`config.mk`:
```
export PLATFORM = sky130hd
export DESIGN_NAME = soc_bram_memtest
export DESIGN_NICKNAME = d
export VERILOG_FILES = /design/src/rtl/soc_bram_memtest.sv
export SDC_FILE = /design/constraint.sdc
export NUM_CORES = 1
export LEC_CHECK = 0
export CORE_UTILIZATION = 44
export DETAILED_ROUTE_END_ITERATION = 8
export PLACE_DENSITY = 0.87
export SLEW_MARGIN = 10
export SYNTH_ARGS = -nofsm -noshare
export SYNTH_HDL_FRONTEND = slang
export SYNTH_SLANG_ARGS = --single-unit
```
`constraint.sdc`:
```
create_clock -name clk -period 1.85 [get_ports clk]
set_input_delay 0.37 -clock clk [delete_from_list [all_inputs] [get_ports clk]]
set_output_delay 0.37 -clock clk [all_outputs]
set_load 0.03 [all_outputs]
```
`src/rtl/soc_bram_memtest.sv`:
```
// rtl/soc_bram_memtest.sv - two-pass BRAM pattern tester (P(a), then ~P(a)) with first-fail capture
module soc_bram_memtest #(
  parameter int AW = 8
) (
  input  logic          clk,
  input  logic          rst_n,
  input  logic          start,
  input  logic [31:0]   seed,
  output logic          busy,
  output logic          done,
  output logic          fail,
  output logic [AW-1:0] fail_addr,
  output logic [31:0]   fail_exp,
  output logic [31:0]   fail_got,
  output logic [15:0]   err_cnt,
  output logic [AW-1:0] mem_addr,
  input  logic [31:0]   mem_rdata,
  output logic [31:0]   mem_wdata,
  output logic [3:0]    mem_wmsk,
  output logic          mem_we
);

  typedef enum logic [2:0] {IDLE, WR0, RD0, WR1, RD1, CHK} state_t;

  localparam logic [AW-1:0] ADDR_ONE = {{(AW-1){1'b0}}, 1'b1};

  state_t        state_q, state_d;
  logic [AW-1:0] addr_q, addr_d;
  logic [31:0]   seed_q, seed_d;
  logic          done_q, done_d;
  logic          fail_q, fail_d;
  logic [AW-1:0] fail_addr_q, fail_addr_d;
  logic [31:0]   fail_exp_q, fail_exp_d;
  logic [31:0]   fail_got_q, fail_got_d;
  logic [15:0]   err_cnt_q, err_cnt_d;
  logic          cmp_vld_q, cmp_vld_d;
  logic [AW-1:0] cmp_addr_q, cmp_addr_d;
  logic [31:0]   cmp_exp_q, cmp_exp_d;

  logic          last_addr;
  logic          start_ok;
  logic          in_pass;
  logic          in_rd;
  logic [31:0]   pat_word;

  assign last_addr = &addr_q;
  assign start_ok  = (state_q == IDLE) && start;
  assign in_pass   = (state_q == WR0) || (state_q == RD0) || (state_q == WR1) || (state_q == RD1);
  assign in_rd     = (state_q == RD0) || (state_q == RD1);
  // Second write/read pass uses the inverted pattern so every bit is exercised both ways.
  assign pat_word  = ((state_q == WR1) || (state_q == RD1)) ?
                     ~(seed_q ^ {{(32-AW){1'b0}}, addr_q}) :
                      (seed_q ^ {{(32-AW){1'b0}}, addr_q});

  // State register; reset drops straight to IDLE so mem_we falls without waiting for a clock.
  always_ff @(posedge clk or negedge rst_n) begin
    if (!rst_n) state_q <= IDLE;
    else        state_q <= state_d;
  end

  // Pass sequencing: each pass walks the full address space once, CHK drains the last compare.
  always_comb begin
    state_d = state_q;
    case (state_q)
      IDLE:    if (start) state_d = WR0;
      WR0:     if (last_addr) state_d = RD0;
      RD0:     if (last_addr) state_d = WR1;
      WR1:     if (last_addr) state_d = RD1;
      RD1:     if (last_addr) state_d = CHK;
      CHK:     state_d = IDLE;
      default: state_d = IDLE;
    endcase
  end

  // Memory-side and status outputs decoded from the current state.
  always_comb begin
    busy      = (state_q != IDLE);
    mem_we    = (state_q == WR0) || (state_q == WR1);
    mem_addr  = in_pass ? addr_q : '0;
    mem_wdata = mem_we ? pat_word : 32'h0;
    mem_wmsk  = 4'b0000;
    done      = done_q;
    fail      = fail_q;
    fail_addr = fail_addr_q;
    fail_exp  = fail_exp_q;
    fail_got  = fail_got_q;
    err_cnt   = err_cnt_q;
  end

  // Address walk, one-stage compare pipeline, and sticky result capture.
  always_comb begin
    addr_d      = '0;
    seed_d      = seed_q;
    done_d      = done_q;
    fail_d      = fail_q;
    fail_addr_d = fail_addr_q;
    fail_exp_d  = fail_exp_q;
    fail_got_d  = fail_got_q;
    err_cnt_d   = err_cnt_q;
    cmp_vld_d   = in_rd;
    cmp_addr_d  = addr_q;
    cmp_exp_d   = pat_word;

    if (in_pass) addr_d = addr_q + ADDR_ONE;

    if (start_ok) begin
      seed_d      = seed;
      done_d      = 1'b0;
      fail_d      = 1'b0;
      fail_addr_d = '0;
      fail_exp_d  = 32'h0;
      fail_got_d  = 32'h0;
      err_cnt_d   = 16'h0;
    end else if (cmp_vld_q && (mem_rdata != cmp_exp_q)) begin
      fail_d = 1'b1;
      if (err_cnt_q != 16'hFFFF) err_cnt_d = err_cnt_q + 16'd1;
      if (!fail_q) begin
        fail_addr_d = cmp_addr_q;
        fail_exp_d  = cmp_exp_q;
        fail_got_d  = mem_rdata;
      end
    end

    if (state_q == CHK) done_d = 1'b1;
  end

  // Datapath registers.
  always_ff @(posedge clk or negedge rst_n) begin
    if (!rst_n) begin
      addr_q      <= '0;
      seed_q      <= 32'h0;
      done_q      <= 1'b0;
      fail_q      <= 1'b0;
      fail_addr_q <= '0;
      fail_exp_q  <= 32'h0;
      fail_got_q  <= 32'h0;
      err_cnt_q   <= 16'h0;
      cmp_vld_q   <= 1'b0;
      cmp_addr_q  <= '0;
      cmp_exp_q   <= 32'h0;
    end else begin
      addr_q      <= addr_d;
      seed_q      <= seed_d;
      done_q      <= done_d;
      fail_q      <= fail_d;
      fail_addr_q <= fail_addr_d;
      fail_exp_q  <= fail_exp_d;
      fail_got_q  <= fail_got_d;
      err_cnt_q   <= err_cnt_d;
      cmp_vld_q   <= cmp_vld_d;
      cmp_addr_q  <= cmp_addr_d;
      cmp_exp_q   <= cmp_exp_d;
    end
  end

endmodule
```
==> summary.md <==
| Metric | Value |
|---|---|
| Routed wire per std cell | `27.1 µm` |
| Vias in the first global route | `7,967` |
| Critical path class | `reg -> reg` |
| Placed Cells | `about 1,300` |
| Synth top area cells | `dfrtp_1 56%, nand2_1 8.5%, xor2_1 6.7%` |
| Layout Area Growth over Synthesis | `81.8%` |
| First-pass GRT wire length | `~46,000 µm` |
| Pre-antenna DRT Iters | `5` |
| Sequential share of power | `0.484` |
| Min Tclk post-route | `2.69 ns` |
| Ys Warns | `0` |
| Routed vias/inst | `slightly above 6` |
| H-Tree Depth | `4` |
| Gate Count Post-Synth | `about 800` |
| Arrival time at the worst endpoint | `3.05 ns` |
| Synth area leader | `dfrtp_1` |
| Internal | `roughly 5900 µW` |
| Number of flops mapped to enable cells by yosys | `0` |
| Max IR drop VDD | `between 0.7 and 0.8 mV` |
| Hold Path Class | `in -> reg` |
| Synth Area per Inst | `9.68 µm²` |
| I/O Buffers | `around 200` |
| Startpoint Class | `register` |
| Root Driver | `clkbuf_16` |
| Worst r2r dst | `fail_exp[8]` |
| Hold path cells | `3` |
| Initial antenna violation count | `0` |
| Lkg Pwr | `around 0.0071 µW` |
| HP Start | `mem_rdata[14]` |
| Hold WS | `0.277 ns` |
| Reg2reg start | `cmp_exp_q[30]` |
| Total power draw | `7850 µW` |
| Synth Flop Type | `dfrtp_1` |
| I/O Pins | `203` |
| CTS clk-pin slew, worst paths | `0.07 ns` |
| Die Ht | `roughly 130 µm` |
| Post-synthesis register bit count | `174` |
| CORE AREA | `about 0.017 mm²` |
| Simple-Gate Fraction of Synth Area | `0.223` |
| Layout Cells excl Fill | `between 1,000 and 1,500` |
| RSZ-0062 raised after global routing | `true` |
| Pins Over Slew Limit | `0` |
| Synth cell types | `34` |
| Switching share of power | `0.247` |
| Switching Power | `just under 2000 µW` |
| Num rows | `48` |
| Mux share of post-synthesis cell area | `0` |
| Worst-Margin Slew | `between 0.5 and 0.6 ns` |
| Setup ws final | `-0.838 ns` |
| Status | `finished, violations left` |
| Full die area | `between 0.015 and 0.02 mm²` |
| Clock power share | `0.470` |
| Asr flop ratio synth | `1.00` |
| Sink of the worst hold path | `fail_got[14]` |
| Initial detailed-routing violation count | `929` |
| Clk sinks | `174` |
| RD Place Congestion | `0.851` |
| WL final | `37,600 µm` |
| XOR/XNOR Fraction of Synth Area | `0.0884` |
| Top cell type's share of synthesized area | `0.564` |
| Largest net degree at the start of global routing | `a little over 60` |
| Comb power frac | `0.046` |
| Post-DP HPWL | `15,700 µm` |
| Synth Area in Compound Gates | `0.0784` |
| Die W | `135 µm` |
| Layout cell share with drive strength beyond 1 | `0.435` |
| Clock Skews | `0.0190 ns` |
| Area occupied by multi-input gates | `around 0.0045 mm²` |
| Tcrit/Tclk final | `1.45` |
| Netlist Area Pre-Place | `approximately 0.0077 mm²` |
| Seq/Total Area, Yosys | `0.564` |
| Sum Neg Setup Slack | `-87.69 ns` |
| Clk Latency, worst-skew pair | `roughly 0.46 ns` |
| Max frequency | `0.372 GHz` |
| Worst Reg-to-Reg Cells | `9` |
| Adder-Cell Fraction of Synth Area | `0.00324` |
| Final Hold Fails | `0` |
| CP max FO | `6` |
| Worst Setup End Kind | `register` |
| Cts bufs inserted | `17` |
| Reg-to-reg setup timing slack | `-0.84 ns` |
| Reg area | `approximately 0.0044 mm²` |
| Layout Utilization | `0.815` |
| GRT overflow | `0` |
| Failing checks | `setup timing` |
| Main combinational cell family by area after synthesis | `simple AND/OR/NAND/NOR gates` |
| Nets | `between 1,000 and 1,500` |
| Final setup viols | `~140` |
| Worst path required time | `2.21 ns` |
| FILL cells | `roughly 790` |
| Max-cap violation count | `0` |
| Antenna-violating nets left | `0` |
| Residual DRC | `0` |
| Relative slew slack | `0.625` |
| GRT Util Overall | `0.342` |
| Starting Density | `0.448` |
| PD cells | `roughly 560 mW/mm²` |
| TritonCTS clock tree | `done` |
| Vias | `8,476` |
| Longest Clk Path Bufs | `2` |
==> cells in the mapped netlist (all sizes together), types with 5 or more instances <==
cell type / count
and3: 7
nor4: 8
nand3: 84
or3: 14
buf: 26
nand4: 9
and2: 35
and4: 5
clkbuf: 31
dfrtp: 174
nor2: 13
xor2: 59
o21ai: 90
nor2b: 9
inv: 5
xnor2: 19
nand2: 174
a21oi: 20
==> registers in the layout, summed over array words and instances, names as in the netlist <==
| register | cells |
|---|---|
| fail_got | 32 |
| fail_addr | 8 |
| seed_q | 32 |
| err_cnt | 16 |
| cmp_exp_q | 32 |
| state_q | 3 |
| cmp_vld_q | 1 |
| addr_q | 8 |
| fail | 1 |
| fail_exp | 32 |
| done | 1 |
| cmp_addr_q | 8 |
==> placed cells by master, fill, tap and decap left out, types with 30 or more instances in the layout <==
cell	synthesis	layout
and2_4	0	30
buf_12	0	33
buf_4	7	115
buf_6	7	52
clkdlybuf4s50_1	0	39
dfrtp_1	174	168
dlygate4sd2_1	0	91
nand2_1	174	172
nand3_2	0	42
o21ai_2	0	54
==> critical path, cell delays in order, from the launching register on <==
cell       delay [ns]
dfrtp_1          0.46
xor2_1           0.21
nor4_1           0.52
nand4_1          0.26
buf_6            0.20
o211ai_4         0.29
clkbuf_16        0.25
clkbuf_16        0.16
nand3_2          0.10
o21ai_1          0.13
==> timing repair <==
action	in CTS	in global routing
hold endpoints to repair	38	0
setup endpoints to repair	188	164
gates cloned	19	10
buffers inserted	59	22
hold buffers	1	0
gates resized for setup	358	168
pin swaps	123	64
==> logic make-up after synthesis <==
kind of cell	after synthesis
flops	174
fa+ha+maj	2
other cells	1
buf+inv	62
compound gates	117
xor+xnor	78
simple gates	364
==> metrics by stage <==
stage          worst slack, ns  instance area, µm²
3_5_place_dp            -0.769               10700
5_1_grt                 -0.867               14000
6_report                -0.838               14000
4_1_cts                 -0.505               13200
2_1_floorplan          -0.0987                7820
3_3_place_gp            -0.695               10700
==> layout make-up <==
type	instances	area share
multi-input combinational	566	0.324
sequential	174	0.311
timing repair buffer	384	0.303
clock buffer	20	0.0325
tap	225	0.0200
clock inverter	12	0.00891
inverter	5	0.00151
antenna	1	0.000178
==> worst max path at each step <==
stage	start	endpoint	slack [ns]	cells after the start
after floorplan	state_q[1]	mem_addr[4]	-0.1	5
after global placement	mem_rdata[15]	fail_exp[29]	-0.70	9
after detailed placement	mem_rdata[15]	fail_exp[30]	-0.77	9
after CTS	state_q[1]	mem_wdata[13]	-0.51	7
after global routing	cmp_exp_q[30]	fail_exp[5]	-0.87	9
final	cmp_exp_q[30]	fail_exp[8]	-0.84	9
==> power groups by stage <==
stage	registers (µW)	logic [µW]	clock network, µW
floorplan	3880	54.6	0
global placement	3880	326	0
detailed placement	3880	326	0
CTS	3800	323	3550
global route	3800	382	3840
finish	3800	363	3690
==> per-layer routing <==
metal,up-vias,track usage,part of all wire
li1,3340,-,-
met4,0,0.207,0.078
met2,705,0.586,0.49
met5,-,0,0
met1,4190,0.401,0.34
met3,241,0.0649,0.094
(Power assumes the default switching activity.)
